--- config.mk ---
export PLATFORM = sky130hd
export DESIGN_NAME = imm_gen_pipe_flat
export DESIGN_NICKNAME = d
export VERILOG_FILES = /design/src/rtl/imm_gen_pkg.sv /design/src/rtl/imm_gen_pipe_if.sv /design/src/rtl/imm_gen_core.sv /design/src/rtl/imm_gen_pipe.sv /design/src/flat_wrapper.sv
export SDC_FILE = /design/constraint.sdc
export NUM_CORES = 1
export LEC_CHECK = 0
export ABC_CLOCK_PERIOD_IN_PS = 1500
export BUFFER_PORTS_ARGS = -buffer_cell sky130_fd_sc_hd__buf_2
export CAP_MARGIN = 20
export CORE_MARGIN = 2
export CORE_UTILIZATION = 49
export CTS_CLUSTER_DIAMETER = 150
export DETAILED_ROUTE_END_ITERATION = 16
export GPL_TIMING_DRIVEN = 0
export PLACE_DENSITY = 0.8
export SETUP_SLACK_MARGIN = 0.5
export SYNTH_ARGS = -nofsm -noshare
export SYNTH_HDL_FRONTEND = slang
export SYNTH_SLANG_ARGS = --single-unit
--- constraint.sdc ---
create_clock -name clk -period 1.5 [get_ports clk]
set_input_delay 0.075 -clock clk [delete_from_list [all_inputs] [get_ports clk]]
set_output_delay 0.075 -clock clk [all_outputs]
set_load 0.03 [all_outputs]
--- src/rtl/imm_gen_pkg.sv ---
// Shared definitions for the immediate generator: format-select encoding and width helper.
package imm_gen_pkg;

   typedef logic [2:0] imm_src_t;

   localparam imm_src_t IMM_I     = 3'b000;
   localparam imm_src_t IMM_S     = 3'b001;
   localparam imm_src_t IMM_B     = 3'b010;
   localparam imm_src_t IMM_J     = 3'b011;
   localparam imm_src_t IMM_U     = 3'b100;
   localparam imm_src_t IMM_SHAMT = 3'b101;
   localparam imm_src_t IMM_ZIMM  = 3'b110;
   localparam imm_src_t IMM_ILL   = 3'b111;

   // Width of the shift-amount immediate for a given register width.
   function automatic int shamt_width(input int xlen);
      return (xlen == 64) ? 6 : 5;
   endfunction

endpackage

--- src/rtl/imm_gen_pipe_if.sv ---
// Valid/ready bundle for the immediate generator: instruction beat in, extended immediate out.
interface imm_gen_pipe_if
   import imm_gen_pkg::*;
#(
   parameter int XLEN  = 32,
   parameter int TAG_W = 5
);
   logic             in_valid;
   logic             in_ready;
   logic [24:0]      in_instr;
   imm_src_t         in_imm_src;
   logic [TAG_W-1:0] in_tag;
   logic             out_valid;
   logic             out_ready;
   logic [XLEN-1:0]  out_imm;
   logic [TAG_W-1:0] out_tag;
   logic             out_illegal;

   modport master (
      output in_valid, in_instr, in_imm_src, in_tag, out_ready,
      input  in_ready, out_valid, out_imm, out_tag, out_illegal
   );

   modport slave (
      input  in_valid, in_instr, in_imm_src, in_tag, out_ready,
      output in_ready, out_valid, out_imm, out_tag, out_illegal
   );
endinterface

--- src/rtl/imm_gen_core.sv ---
// Combinational immediate extender. Defining IMM_GEN_ZICSR_EN enables the ZIMM format (110);
// otherwise 110 is reported as illegal. instr_i[0] corresponds to instruction bit 7.
module imm_gen_core
   import imm_gen_pkg::*;
#(
   parameter int XLEN = 32
) (
   input  logic [24:0]             instr_i,
   input  imm_src_t                imm_src_i,
   output logic signed [XLEN-1:0]  imm_o,
   output logic                    illegal_o
);
   localparam int SHW = shamt_width(XLEN);

   logic               sgn;
   logic signed [31:0] imm32;

   assign sgn = instr_i[24];

   // 32-bit formats are built first, then sign-extended to XLEN by the signed size cast.
   always_comb begin
      imm32     = '0;
      imm_o     = '0;
      illegal_o = 1'b0;
      case (imm_src_i)
         IMM_I: begin
            imm32 = {{20{sgn}}, instr_i[24:13]};
            imm_o = XLEN'(imm32);
         end
         IMM_S: begin
            imm32 = {{20{sgn}}, instr_i[24:18], instr_i[4:0]};
            imm_o = XLEN'(imm32);
         end
         IMM_B: begin
            imm32 = {{19{sgn}}, sgn, instr_i[0], instr_i[23:18], instr_i[4:1], 1'b0};
            imm_o = XLEN'(imm32);
         end
         IMM_J: begin
            imm32 = {{11{sgn}}, sgn, instr_i[12:5], instr_i[13], instr_i[23:14], 1'b0};
            imm_o = XLEN'(imm32);
         end
         IMM_U: begin
            imm32 = {instr_i[24:5], 12'b0};
            imm_o = XLEN'(imm32);
         end
         IMM_SHAMT: imm_o = XLEN'(instr_i[13 +: SHW]);
`ifdef IMM_GEN_ZICSR_EN
         IMM_ZIMM:  imm_o = XLEN'(instr_i[12:8]);
`endif
         default:   illegal_o = 1'b1;
      endcase
   end
endmodule

--- src/rtl/imm_gen_pipe.sv ---
// Registered immediate generator with a one-entry skid buffer so in_ready is a flop output.
// Optional ZIMM format is controlled by IMM_GEN_ZICSR_EN (see imm_gen_core).
module imm_gen_pipe
   import imm_gen_pkg::*;
#(
   parameter int XLEN  = 32,
   parameter int TAG_W = 5
) (
   input  logic          clk,
   input  logic          rst_n,
   input  logic          flush,
   imm_gen_pipe_if.slave bus
);
   typedef struct packed {
      logic signed [XLEN-1:0] imm;
      logic [TAG_W-1:0]       tag;
      logic                   ill;
   } beat_t;

   logic signed [XLEN-1:0] ext_imm;
   logic                   ext_ill;
   beat_t                  in_beat;

   beat_t out_q, out_d;
   beat_t skid_q, skid_d;
   logic  out_vld_q, out_vld_d;
   logic  skid_vld_q, skid_vld_d;
   logic  accept, consume;

   imm_gen_core #(.XLEN(XLEN)) u_core (
      .instr_i   (bus.in_instr),
      .imm_src_i (bus.in_imm_src),
      .imm_o     (ext_imm),
      .illegal_o (ext_ill)
   );

   assign in_beat = '{imm: ext_imm, tag: bus.in_tag, ill: ext_ill};
   assign accept  = bus.in_valid && !skid_vld_q;
   assign consume = out_vld_q && bus.out_ready;

   // The skid is only ever occupied while the output register is, so an empty output
   // implies an empty skid and the new beat goes straight to the output.
   always_comb begin
      out_d      = out_q;
      skid_d     = skid_q;
      out_vld_d  = out_vld_q;
      skid_vld_d = skid_vld_q;
      if (flush) begin
         out_vld_d  = 1'b0;
         skid_vld_d = 1'b0;
      end else if (!out_vld_q) begin
         if (accept) begin
            out_d     = in_beat;
            out_vld_d = 1'b1;
         end
      end else if (consume) begin
         if (skid_vld_q) begin
            out_d      = skid_q;
            skid_vld_d = 1'b0;
         end else if (accept) begin
            out_d = in_beat;
         end else begin
            out_vld_d = 1'b0;
         end
      end else if (accept) begin
         skid_d     = in_beat;
         skid_vld_d = 1'b1;
      end
   end

   always_ff @(posedge clk or negedge rst_n) begin
      if (!rst_n) begin
         out_q      <= '0;
         skid_q     <= '0;
         out_vld_q  <= 1'b0;
         skid_vld_q <= 1'b0;
      end else begin
         out_q      <= out_d;
         skid_q     <= skid_d;
         out_vld_q  <= out_vld_d;
         skid_vld_q <= skid_vld_d;
      end
   end

   assign bus.in_ready    = !skid_vld_q;
   assign bus.out_valid   = out_vld_q;
   assign bus.out_imm     = out_q.imm;
   assign bus.out_tag     = out_q.tag;
   assign bus.out_illegal = out_q.ill;
endmodule

--- src/flat_wrapper.sv ---
// flat-port wrapper written by rule: the top's interface ports become plain ports
module imm_gen_pipe_flat import imm_gen_pkg::*;
#(
   parameter int XLEN  = 32,
   parameter int TAG_W = 5
)
  (clk, rst_n, flush, bus_in_valid, bus_in_instr, bus_in_imm_src, bus_in_tag, bus_out_ready, bus_in_ready, bus_out_valid, bus_out_imm, bus_out_tag, bus_out_illegal);
  imm_gen_pipe_if #(.XLEN(XLEN), .TAG_W(TAG_W)) bus_i ();
  input  logic clk;
  input  logic rst_n;
  input  logic flush;
  input wire logic [$bits(bus_i.in_valid)-1:0] bus_in_valid;
  input wire logic [$bits(bus_i.in_instr)-1:0] bus_in_instr;
  input wire logic [$bits(bus_i.in_imm_src)-1:0] bus_in_imm_src;
  input wire logic [$bits(bus_i.in_tag)-1:0] bus_in_tag;
  input wire logic [$bits(bus_i.out_ready)-1:0] bus_out_ready;
  output wire logic [$bits(bus_i.in_ready)-1:0] bus_in_ready;
  output wire logic [$bits(bus_i.out_valid)-1:0] bus_out_valid;
  output wire logic [$bits(bus_i.out_imm)-1:0] bus_out_imm;
  output wire logic [$bits(bus_i.out_tag)-1:0] bus_out_tag;
  output wire logic [$bits(bus_i.out_illegal)-1:0] bus_out_illegal;
  assign bus_i.in_valid = bus_in_valid;
  assign bus_i.in_instr = bus_in_instr;
  assign bus_i.in_imm_src = bus_in_imm_src;
  assign bus_i.in_tag = bus_in_tag;
  assign bus_i.out_ready = bus_out_ready;
  assign bus_in_ready = bus_i.in_ready;
  assign bus_out_valid = bus_i.out_valid;
  assign bus_out_imm = bus_i.out_imm;
  assign bus_out_tag = bus_i.out_tag;
  assign bus_out_illegal = bus_i.out_illegal;
  imm_gen_pipe #(.XLEN(XLEN), .TAG_W(TAG_W)) u_core (.clk(clk), .rst_n(rst_n), .flush(flush), .bus(bus_i));
endmodule
==> impl_results.md <==
* GR Layer Usage met2 at 51.5%
* Chip Height at 88.5 um
* GR met1 Demand/Resource at 41.2%
* # rows at 30
* IO buf count at 74
* First-pass GRT wire length at 18.6 mm
* Post-Place Cell Area at 4120 um2
* Ant. Diodes at 0
* Pwr per Cell Area at 1280 nW/um2
* Post-synthesis sequential area ratio at 55.8%
* Ys Warns at 0
* Period utilization at 116%
* Lkg Pwr at 2.61 nW
* Critical Path RT at 1760 ps
* Fin worst setup slack at -243 ps
* Layout cells sized above 1 at 54.0%
* H-tree levels at 3
* Largest net degree at the start of global routing at 43
* CP arrival at 2000 ps
* Drt pass-1 iters at 5
* CTS max path bufs at 2
* Initial drt markers at 507
* Slew headroom at 62.3%
* Worst setup path category: flip-flop to flip-flop
* Fmax at 574 MHz
* Area leader, netlist: dfrtp_1
* DR WL/cell at 24.5 um
* Antenna violations before repair at 0
* Combined area of the multi-input logic cells at 1830 um2
* Post-Syn Nets at 385
* Synth area leaders: dfrtp_1, a21oi_1, o22ai_1, mux2_2, nand2_1
* Initial Util at 50.9%
* CP startpoint kind: flip-flop
* Design area at 5850 um2
* Crit. End Element: flip-flop
* Synthesized area per cell at 10.1 um2
* Clock period minus worst slack at 1740 ps
* GRT overflow at 0
* Synth Cell Area at 3500 um2
* Routed Wire Length at 14.7 mm
* CTS buffer count at 9
* Type of the most critical hold path: primary input to flip-flop
* Status: finished, violations left
* Vias in the first global route at 3557
* Power after layout at 7.52 mW
* Fin Hold WS at 10.4 ps
* Clock latency on the worst-skew pair at 390 ps
* Max_cap viols at 0
* Via count at 3945
* Final Net Count at 539
* Gr usage total at 32.3%
* Maximum VDD drop at 0.831 mV
* Worst clock skew at 20.9 ps
* Core ar. at 6870 um2
* Hpwl dp at 6.26 mm
* CTS root buf: clkbuf_8
* M3 GR Usage at 8.30%
* Synthesized flop and latch total at 78
* Failing checks: setup timing
* Die area at 7830 um2
* CTS tree: done
* Setup TNS at -12970 ps
* Die width at 88.5 um
* Least-Margin Pin Slew at 565 ps
* Hold Violations, Final at 0
* Layout area overhead at 67.3%
* Unrepaired setup endpoints after global routing: true
* IO Count at 78
* Routed Antenna Nets at 0
* Final Wtd Congestion at 0.860
* Fillcell total at 318
* Register clock-pin slew on the reported worst setup and hold paths at 100 ps
* Via/cell ratio at 6.55
* Reg area at 1950 um2
* Max Slew Vio Count at 0
* Num Clock Sinks at 78
* Finish-stage setup viols at 76
* CP max FO at 6
* # DRC at 0
* Most Used Layer, Global Route: met2
* Syn Inst Count at 347
* Netlist cell types at 30
* Share of the synthesized area in the top cell type at 55.8%
==> Yosys cell counts (all sizes together) <==
master  instances
a211o           1
o22a            8
o22ai          38
nor2           16
nor3            2
buf            16
xor2            1
nor4            1
o21a            8
nor2b          10
or3             2
and2            2
inv             3
clkbuf         16
nand2          38
a221oi          1
nand2b          1
a21oi          58
mux2i           2
dfrtp          78
o21ai          19
a32oi           4
a211oi          2
or4             1
mux2           19
==> cells in the final DEF, fill, tap and decap left out, types with 11 or more instances in the layout <==
cell	count
o22ai_1	20
a21oi_2	19
buf_2	38
nand2_1	22
o21ai_1	13
buf_4	45
a21oi_1	39
mux2_2	15
nand2_2	14
dfrtp_1	76
clkbuf_8	13
o22ai_2	11
buf_6	48
==> state kept, by name, summed over array words and instances (netlist names) <==
register,flops
u_core.bus.out_illegal,1
u_core.bus.out_imm,32
u_core.bus.out_tag,5
u_core.bus.out_valid,1
u_core.skid_q,38
u_core.skid_vld_q,1
==> per-stage QoR <==
| stage | setup WS [ps] | cells | util, % |
|---|---|---|---|
| after floorplan | -51.7 | 347 | - |
| after global placement | -259 | 517 | 59.6 |
| after global routing | -264 | 602 | 85.2 |
| final | -243 | 602 | 85.2 |
| after detailed placement | -199 | 518 | 60.0 |
| after CTS | -104 | 572 | 75.2 |
==> area by class of cell <==
cell class | instances | share of cell area (%)
inverters | 3 | 0.235
flip-flops and latches | 78 | 33.4
well taps | 96 | 2.05
clock inverters | 6 | 1.47
multi-input cells | 234 | 31.2
clock buffers | 10 | 2.18
plain buffers | 32 | 6.33
repair buffers | 143 | 23.1
==> logic make-up after synthesis <==
kind of cell | share of synthesized area, %
flip-flops | 55.8
buffers and inverters | 4.40
AND/OR/NAND/NOR | 9.30
AO/OA/AOI/OAI | 23.6
XOR/XNOR | 0.250
multiplexers | 6.69
==> power by group <==
group | internal [mW] | leakage (nW) | total (mW) | switching [mW]
Clock | 0.936 | 0.106 | 1.86 | 0.926
Combinational | 1.32 | 1.55 | 2.69 | 1.37
Sequential | 2.55 | 0.953 | 2.96 | 0.412
Total | 4.80 | 2.61 | 7.52 | 2.71
==> worst max-delay path, stage by stage (launching register included) <==
cell and delay [ps]:
dfrtp_2 460, buf_6 120, nand2_4 40, or3_4 350, buf_8 160, buf_12 130
o22a_1 210, o21a_1 130
==> metal layers <==
metal	part of all wire (%)	vias to the layer above
li1	-	1567
met5	0	-
met3	10	94
met1	37	1940
met2	47	344
met4	5.3	0
==> repair_timing <==
item,4_1_cts,5_1_grt
hold buffers,6,0
endpoints found under the hold margin,41,0
cloned,9,2
endpoints found under the setup margin,90,118
buffers inserted,23,28
pin swaps,45,5
resized for setup,124,148
==> final timing paths <==
check,startpoint,end,slack [ps],depth (start not counted)
max in group asynchronous,rst_n,u_core.skid_q[6],680,3
worst min register to register,u_core.skid_q[2],u_core.skid_q[2],500,2
worst max-delay path,u_core.bus.out_valid,u_core.bus.out_imm[13],-240,7
worst max register to register,u_core.bus.out_valid,u_core.bus.out_imm[13],-240,7
worst min-delay path,bus_in_instr[24],u_core.bus.out_imm[31],10,3
min in group asynchronous,rst_n,u_core.skid_q[14],190,2
No activity file was read; power rests on OpenSTA's default activity.
